[src/rtl/ctrl_pkg.sv]
// rtl/ctrl_pkg.sv - shared states, opcodes and ALU codes for the multicycle controller (TRAP state under CTRL_ILLEGAL_TRAP_EN)
package ctrl_pkg;

    typedef enum logic [3:0] {
        FETCH,
        DECODE,
        MEMADR,
        MEMREAD,
        MEMWB,
        MEMWRITE,
        EXECR,
        EXECI,
        ALUWB,
        JAL,
        BEQ
`ifdef CTRL_ILLEGAL_TRAP_EN
        ,
        TRAP
`endif
    } state_e;

    localparam logic [6:0] OP_LW  = 7'b0000011;
    localparam logic [6:0] OP_SW  = 7'b0100011;
    localparam logic [6:0] OP_R   = 7'b0110011;
    localparam logic [6:0] OP_I   = 7'b0010011;
    localparam logic [6:0] OP_JAL = 7'b1101111;
    localparam logic [6:0] OP_BEQ = 7'b1100011;

    localparam logic [1:0] ALUOP_ADD   = 2'b00;
    localparam logic [1:0] ALUOP_SUB   = 2'b01;
    localparam logic [1:0] ALUOP_FUNCT = 2'b10;

    localparam logic [4:0] ALUC_ADD = 5'b00000;
    localparam logic [4:0] ALUC_SUB = 5'b00001;
    localparam logic [4:0] ALUC_AND = 5'b00010;
    localparam logic [4:0] ALUC_OR  = 5'b00011;
    localparam logic [4:0] ALUC_SLT = 5'b00101;

endpackage

[src/rtl/alu_decoder.sv]
// rtl/alu_decoder.sv - combinational alu_op/funct decode to a 5-bit ALU operation code
module alu_decoder
    import ctrl_pkg::*;
(
    input  logic [1:0] alu_op,
    input  logic [2:0] funct3,
    input  logic       op5,
    input  logic       funct7b5,
    output logic [4:0] alu_control
);

    always_comb begin
        alu_control = ALUC_ADD;
        case (alu_op)
            ALUOP_ADD: alu_control = ALUC_ADD;
            ALUOP_SUB: alu_control = ALUC_SUB;
            ALUOP_FUNCT: begin
                case (funct3)
                    // only R-type sub sets both bits; addi must stay an add
                    3'b000:  alu_control = (op5 & funct7b5) ? ALUC_SUB : ALUC_ADD;
                    3'b010:  alu_control = ALUC_SLT;
                    3'b110:  alu_control = ALUC_OR;
                    3'b111:  alu_control = ALUC_AND;
                    default: alu_control = ALUC_ADD;
                endcase
            end
            default: alu_control = ALUC_ADD;
        endcase
    end

endmodule

[src/rtl/controller_multicycle.sv]
// rtl/controller_multicycle.sv - Moore multicycle RISC-V controller; CTRL_ILLEGAL_TRAP_EN adds a sticky illegal-opcode trap
module controller_multicycle
    import ctrl_pkg::*;
#(
    parameter int ALUCTRL_W = 6
) (
    input  logic                 clk,
    input  logic                 reset_n,
    input  logic [6:0]           op,
    input  logic [2:0]           funct3,
    input  logic                 funct7b5,
    input  logic                 zero,
    output logic                 pc_write,
    output logic                 adr_src,
    output logic                 mem_write,
    output logic                 ir_write,
    output logic                 reg_write,
    output logic [1:0]           result_src,
    output logic [1:0]           alu_src_a,
    output logic [1:0]           alu_src_b,
    output logic [1:0]           imm_src,
    output logic [ALUCTRL_W-1:0] alu_control
`ifdef CTRL_ILLEGAL_TRAP_EN
    ,
    output logic                 illegal
`endif
);

    state_e     state_q, state_d;
    logic       pc_update, branch, ir_en, rw_en, mw_en;
    logic [1:0] alu_op;
    logic [4:0] alu_ctl;

    always_comb begin
        state_d = FETCH;
        case (state_q)
            FETCH: state_d = DECODE;
            DECODE: begin
                case (op)
                    OP_LW, OP_SW: state_d = MEMADR;
                    OP_R:         state_d = EXECR;
                    OP_I:         state_d = EXECI;
                    OP_JAL:       state_d = JAL;
                    OP_BEQ:       state_d = BEQ;
`ifdef CTRL_ILLEGAL_TRAP_EN
                    default:      state_d = TRAP;
`else
                    default:      state_d = FETCH;
`endif
                endcase
            end
            MEMADR:                 state_d = (op == OP_LW) ? MEMREAD : MEMWRITE;
            MEMREAD:                state_d = MEMWB;
            EXECR, EXECI, JAL:      state_d = ALUWB;
`ifdef CTRL_ILLEGAL_TRAP_EN
            TRAP:                   state_d = TRAP;
`endif
            default:                state_d = FETCH;
        endcase
    end

`ifdef CTRL_ILLEGAL_TRAP_EN
    logic illegal_q;

    always_ff @(posedge clk or negedge reset_n) begin
        if (!reset_n) begin
            state_q   <= FETCH;
            illegal_q <= 1'b0;
        end else begin
            state_q <= state_d;
            if (state_d == TRAP) illegal_q <= 1'b1;
        end
    end

    assign illegal = illegal_q;
`else
    always_ff @(posedge clk or negedge reset_n) begin
        if (!reset_n) state_q <= FETCH;
        else          state_q <= state_d;
    end
`endif

    always_comb begin
        pc_update  = 1'b0;
        branch     = 1'b0;
        ir_en      = 1'b0;
        rw_en      = 1'b0;
        mw_en      = 1'b0;
        adr_src    = 1'b0;
        result_src = 2'b00;
        alu_src_a  = 2'b00;
        alu_src_b  = 2'b00;
        alu_op     = ALUOP_ADD;
        case (state_q)
            FETCH:    begin ir_en = 1'b1; alu_src_b = 2'b10; result_src = 2'b10; pc_update = 1'b1; end
            DECODE:   begin alu_src_a = 2'b01; alu_src_b = 2'b01; end
            MEMADR:   begin alu_src_a = 2'b10; alu_src_b = 2'b01; end
            MEMREAD:  adr_src = 1'b1;
            MEMWB:    begin result_src = 2'b01; rw_en = 1'b1; end
            MEMWRITE: begin adr_src = 1'b1; mw_en = 1'b1; end
            EXECR:    begin alu_src_a = 2'b10; alu_op = ALUOP_FUNCT; end
            EXECI:    begin alu_src_a = 2'b10; alu_src_b = 2'b01; alu_op = ALUOP_FUNCT; end
            ALUWB:    rw_en = 1'b1;
            JAL:      begin alu_src_a = 2'b01; alu_src_b = 2'b10; pc_update = 1'b1; end
            BEQ:      begin alu_src_a = 2'b10; branch = 1'b1; alu_op = ALUOP_SUB; end
            default:  ;
        endcase
    end

    // State is held at FETCH during reset, so only the write strobes need explicit gating
    assign pc_write  = reset_n & (pc_update | (branch & zero));
    assign ir_write  = reset_n & ir_en;
    assign reg_write = reset_n & rw_en;
    assign mem_write = reset_n & mw_en;

    always_comb begin
        case (op)
            OP_SW:   imm_src = 2'b01;
            OP_BEQ:  imm_src = 2'b10;
            OP_JAL:  imm_src = 2'b11;
            default: imm_src = 2'b00;
        endcase
    end

    alu_decoder u_alu_decoder (
        .alu_op      (alu_op),
        .funct3      (funct3),
        .op5         (op[5]),
        .funct7b5    (funct7b5),
        .alu_control (alu_ctl)
    );

    assign alu_control = ALUCTRL_W'(alu_ctl);

endmodule

[config.mk]
export PLATFORM = sky130hd
export DESIGN_NAME = controller_multicycle
export DESIGN_NICKNAME = d
export VERILOG_FILES = /design/src/rtl/ctrl_pkg.sv /design/src/rtl/alu_decoder.sv /design/src/rtl/controller_multicycle.sv
export SDC_FILE = /design/constraint.sdc
export NUM_CORES = 1
export LEC_CHECK = 0
export CAP_MARGIN = 20
export CORE_UTILIZATION = 42
export CTS_BUF_LIST = sky130_fd_sc_hd__clkbuf_4
export DETAILED_ROUTE_END_ITERATION = 6
export GPL_ROUTABILITY_DRIVEN = 0
export PLACE_DENSITY = 0.83
export REMOVE_ABC_BUFFERS = 1
export SETUP_SLACK_MARGIN = 0.15
export SKIP_CTS_REPAIR_TIMING = 1
export SYNTH_ARGS = -nofsm -noshare
export SYNTH_HDL_FRONTEND = slang
export SYNTH_HIERARCHICAL = 1
export SYNTH_SLANG_ARGS = --single-unit
export TNS_END_PERCENT = 1
[constraint.sdc]
create_clock -name clk -period 3.75 [get_ports clk]
set_input_delay 0.5625 -clock clk [delete_from_list [all_inputs] [get_ports clk]]
set_output_delay 0.5625 -clock clk [all_outputs]
set_load 0.05 [all_outputs]
==> results <==
- In this run the number of H-tree levels came out at 1.
- The post-synthesis simple-gate area fraction is 0.489.
- The maximum clock insertion buffer count is 2.
- The share of the yosys chip area belonging to registers is 0.168.
- The critical path launch point type is a register.
- The die covers ~1600 µm².
- For the worst setup path, the data arrival time is ~2.6 ns.
- The wire length reported by the detailed router is 1330 µm.
- In this run the standard cell core region covers 1320 µm².
- The clock-pin slew on the worst setup and hold paths is 0.04 ns.
- The synthesized-area fraction occupied by ao, oa, aoi and oai cells was 0.128.
- The first global-routing pass estimated ~2200 µm of wire.
- The static leakage power is 0.000350 µW.
- The multi-input logic area is approximately 440 µm².
- Of the total synthesized cell area, the portion taken by full adders, half adders and majority gates is 0.0420.
- The maximum fanout along the worst path is 11.
- The total power divided by cell area is 469 nW/µm².
- The final layout contains ~120 nets.
- The library cell used as clock root buffer is sky130_fd_sc_hd__clkbuf_4.
- The largest registers in the layout are state_q x4.
- The pin count of the biggest net entering global routing is 13.
- The die span in x is just under 40 µm.
- The number of global-route vias before repair is 527.
- The number of warnings issued by yosys is 6.
- Subtracting the final worst setup slack from the clock period gives 3.21 ns.
- Setup violations remaining at the end of the flow were counted as 0.
- TritonCTS built the clock tree.
- For this run, asynchronously set or reset flops after synthesis account for 1.00.
- The synthesis-stage register bit count is 4.
- The initial core utilization is 0.452.
- The flow ran to the end, and the final reports show no timing, DRC or antenna violations.
- The synthesized netlist occupies a cell area of 596 µm².
- The number of iterations in the first detailed-routing pass is 4.
- The number of distinct library cell variants in the gate-level netlist after synthesis is 39.
- Of the available clock period, the critical path in the final layout requires 0.855.
- The fraction of final layout cells sized beyond drive strength 1 is 0.0891.
- The number of antenna violations at the first check in global routing is 0.
- For the pin with the worst max-slew slack, the measured transition is between 0.5 and 0.6 ns.
- The share of the synthesized area in the top cell type is 0.168.
- STA classifies the critical path endpoint as a primary output.
- The average footprint of a synthesized cell is 7.94 µm².
- 33 I/O pins were placed.
- The critical path data required time is 3.19 ns.
- In this run the tightest slew margin relative to its limit is 0.662.
- state_q holds more flip-flops than any other register.
- The detailed router finished its first iteration with 9 violations.
- The aggregate global-route resource usage is 0.206.
- Yosys mapped a number of flops with a built-in enable equal to 0.
- In this run, CTS created clock tree buffers numbering 3.
- In the post-synthesis netlist, the biggest area contributors are sky130_fd_sc_hd__dfrtp_1 (17%), sky130_fd_sc_hd__buf_4 (5.0%), sky130_fd_sc_hd__and2_1 (4.2%).
- The largest vdd supply drop is 0.316 mV.
- The total congestion overflow after global routing is 0.
- On the final layout, the worst clock skew is 0.00690 ns.
- Using the TritonRoute via totals, the vias-per-cell ratio works out to 5.44.
- The clock insertion delay at the later pin of the skew report is 0.24 ns.
- The tightest hold path in the finished design has a slack of 0.571 ns.
- Summed over all nets, the half-perimeter wirelength after detailed placement is roughly 1100 µm.
- The mux contribution to synthesized area is 0.
- The number of design rule violations left after detail routing is 0.
- The type of the tightest min-delay check is input port to asynchronous set/reset pin.
- The per-cell routed wire length is 11.4 µm.
- The register with the most flip-flops in the layout has 4 of them.
- For this run, the leading register cell type out of synthesis is sky130_fd_sc_hd__dfrtp_1.
- The count of mapped cells out of synthesis is 75.
- Detailed routing inserted a total of 631 vias.
- The start-to-end type of the worst setup path is register to primary output.
- The number of cell rows is 13.
- After synthesis, the largest family of logic cells by area is simple AND/OR/NAND/NOR gates.
- The hold violation count in the final report is 0.
- Setup repair after global routing left no endpoint under its margin.
- The area of all sequential standard cells is 100 µm².
- Based on the critical path, the design can be clocked at up to 312 MHz.
- The repair_antennas step left the layout with diodes totalling 0.
- The final max-slew violation count is 0.
- The library cell used most frequently in the layout, excluding fill and tap cells, is sky130_fd_sc_hd__clkdlybuf4s50_1.
- The number of clock sinks is 4.
- Compared with the post-synthesis result, the final layout area differs by 48.7%.
- In this run the remaining antenna-violating nets after routing total 0.
- The largest total area in the synthesized netlist belongs to sky130_fd_sc_hd__dfrtp_1.
- Port buffering added 29 buffers.
- The fill cell total of the finished layout is 105.
- Of the total synthesized cell area, the portion taken by XOR and XNOR cells is 0.0588.
- The tool flagged a number of max-cap violations equal to 0.
- The floorplan die height is 39.7 µm.
- Adding up every negative setup slack in the final design gives 0 ns.
==> logic make-up (layout without fill, tap and decap cells) <==
| logic type | Yosys count | count (layout) |
|---|---|---|
| simple gates | 41 | 41 |
| flops | 4 | 4 |
| fa+ha+maj | 2 | 2 |
| xor+xnor | 4 | 4 |
| compound gates | 11 | 11 |
| buf+inv | 11 | 36 |
| other cells | 2 | 3 |
==> metrics by stage <==
step / util / total power (µW) / instances / setup WS, ns / cell area [µm²]
floorplan: - / 264 / 69 / 0.363 / 554
global placement: 0.655 / 357 / 113 / 0.789 / 863
detailed placement: 0.655 / 362 / 113 / 0.777 / 863
CTS: 0.672 / 417 / 116 / 0.522 / 886
global route: 0.672 / 440 / 116 / 0.355 / 886
finish: 0.672 / 416 / 116 / 0.544 / 886
==> layout make-up <==
cell class | count | area share
flip-flops and latches | 4 | 0.113
clock buffers | 3 | 0.0254
inverters | 4 | 0.0169
repair buffers | 29 | 0.328
multi-input cells | 61 | 0.496
well taps | 15 | 0.0212
==> critical path: stages, from the launching register on <==
cell and delay, ns:
sky130_fd_sc_hd__dfrtp_1 0.55, sky130_fd_sc_hd__nor2b_1 0.25, sky130_fd_sc_hd__and2_1 0.19, sky130_fd_sc_hd__ha_1 0.27
sky130_fd_sc_hd__nor4b_1 0.29, sky130_fd_sc_hd__clkdlybuf4s50_1 0.86
==> cell usage after synthesis, drive strengths merged, types with 2 or more instances <==
library cell  n
buf           7
nand2         2
nand2b        4
o21ai         2
inv           4
and3          4
dfrtp         4
nor3          2
a31oi         2
nand3b        2
nand4b        2
nand3         4
xor2          2
conb          2
ha            2
a21oi         3
and2          4
and4b         2
nor4b         2
xnor2         2
nor2          4
==> power by group <==
group / internal (µW) / total (µW) / switching [µW]
Clock: 35.9 / 54.4 / 18.5
Sequential: 49.9 / 72.5 / 22.6
Combinational: 106 / 289 / 183
==> final timing paths <==
check / endpoint / cells after the start / slack (ns) / start
max: alu_control[2] / 5 / 0.54 / state_q[2]
min: state_q[1] / 1 / 0.57 / reset_n
max reg2reg: state_q[3] / 3 / 2.52 / state_q[1]
min reg2reg: state_q[3] / 2 / 0.78 / state_q[3]
max in group asynchronous: state_q[3] / 1 / 2.95 / reset_n
min in group clk: state_q[3] / 2 / 0.78 / state_q[3]
==> per-layer routing <==
| layer | up-vias | global-route usage | share of wire |
|---|---|---|---|
| met3 | 2 | 0.0170 | 0.041 |
| met2 | 22 | 0.316 | 0.50 |
| met4 | 0 | 0.103 | 0.011 |
| li1 | 318 | - | - |
| met5 | - | 0 | 0 |
| met1 | 289 | 0.283 | 0.45 |
No activity file was read; power rests on OpenSTA's default activity.
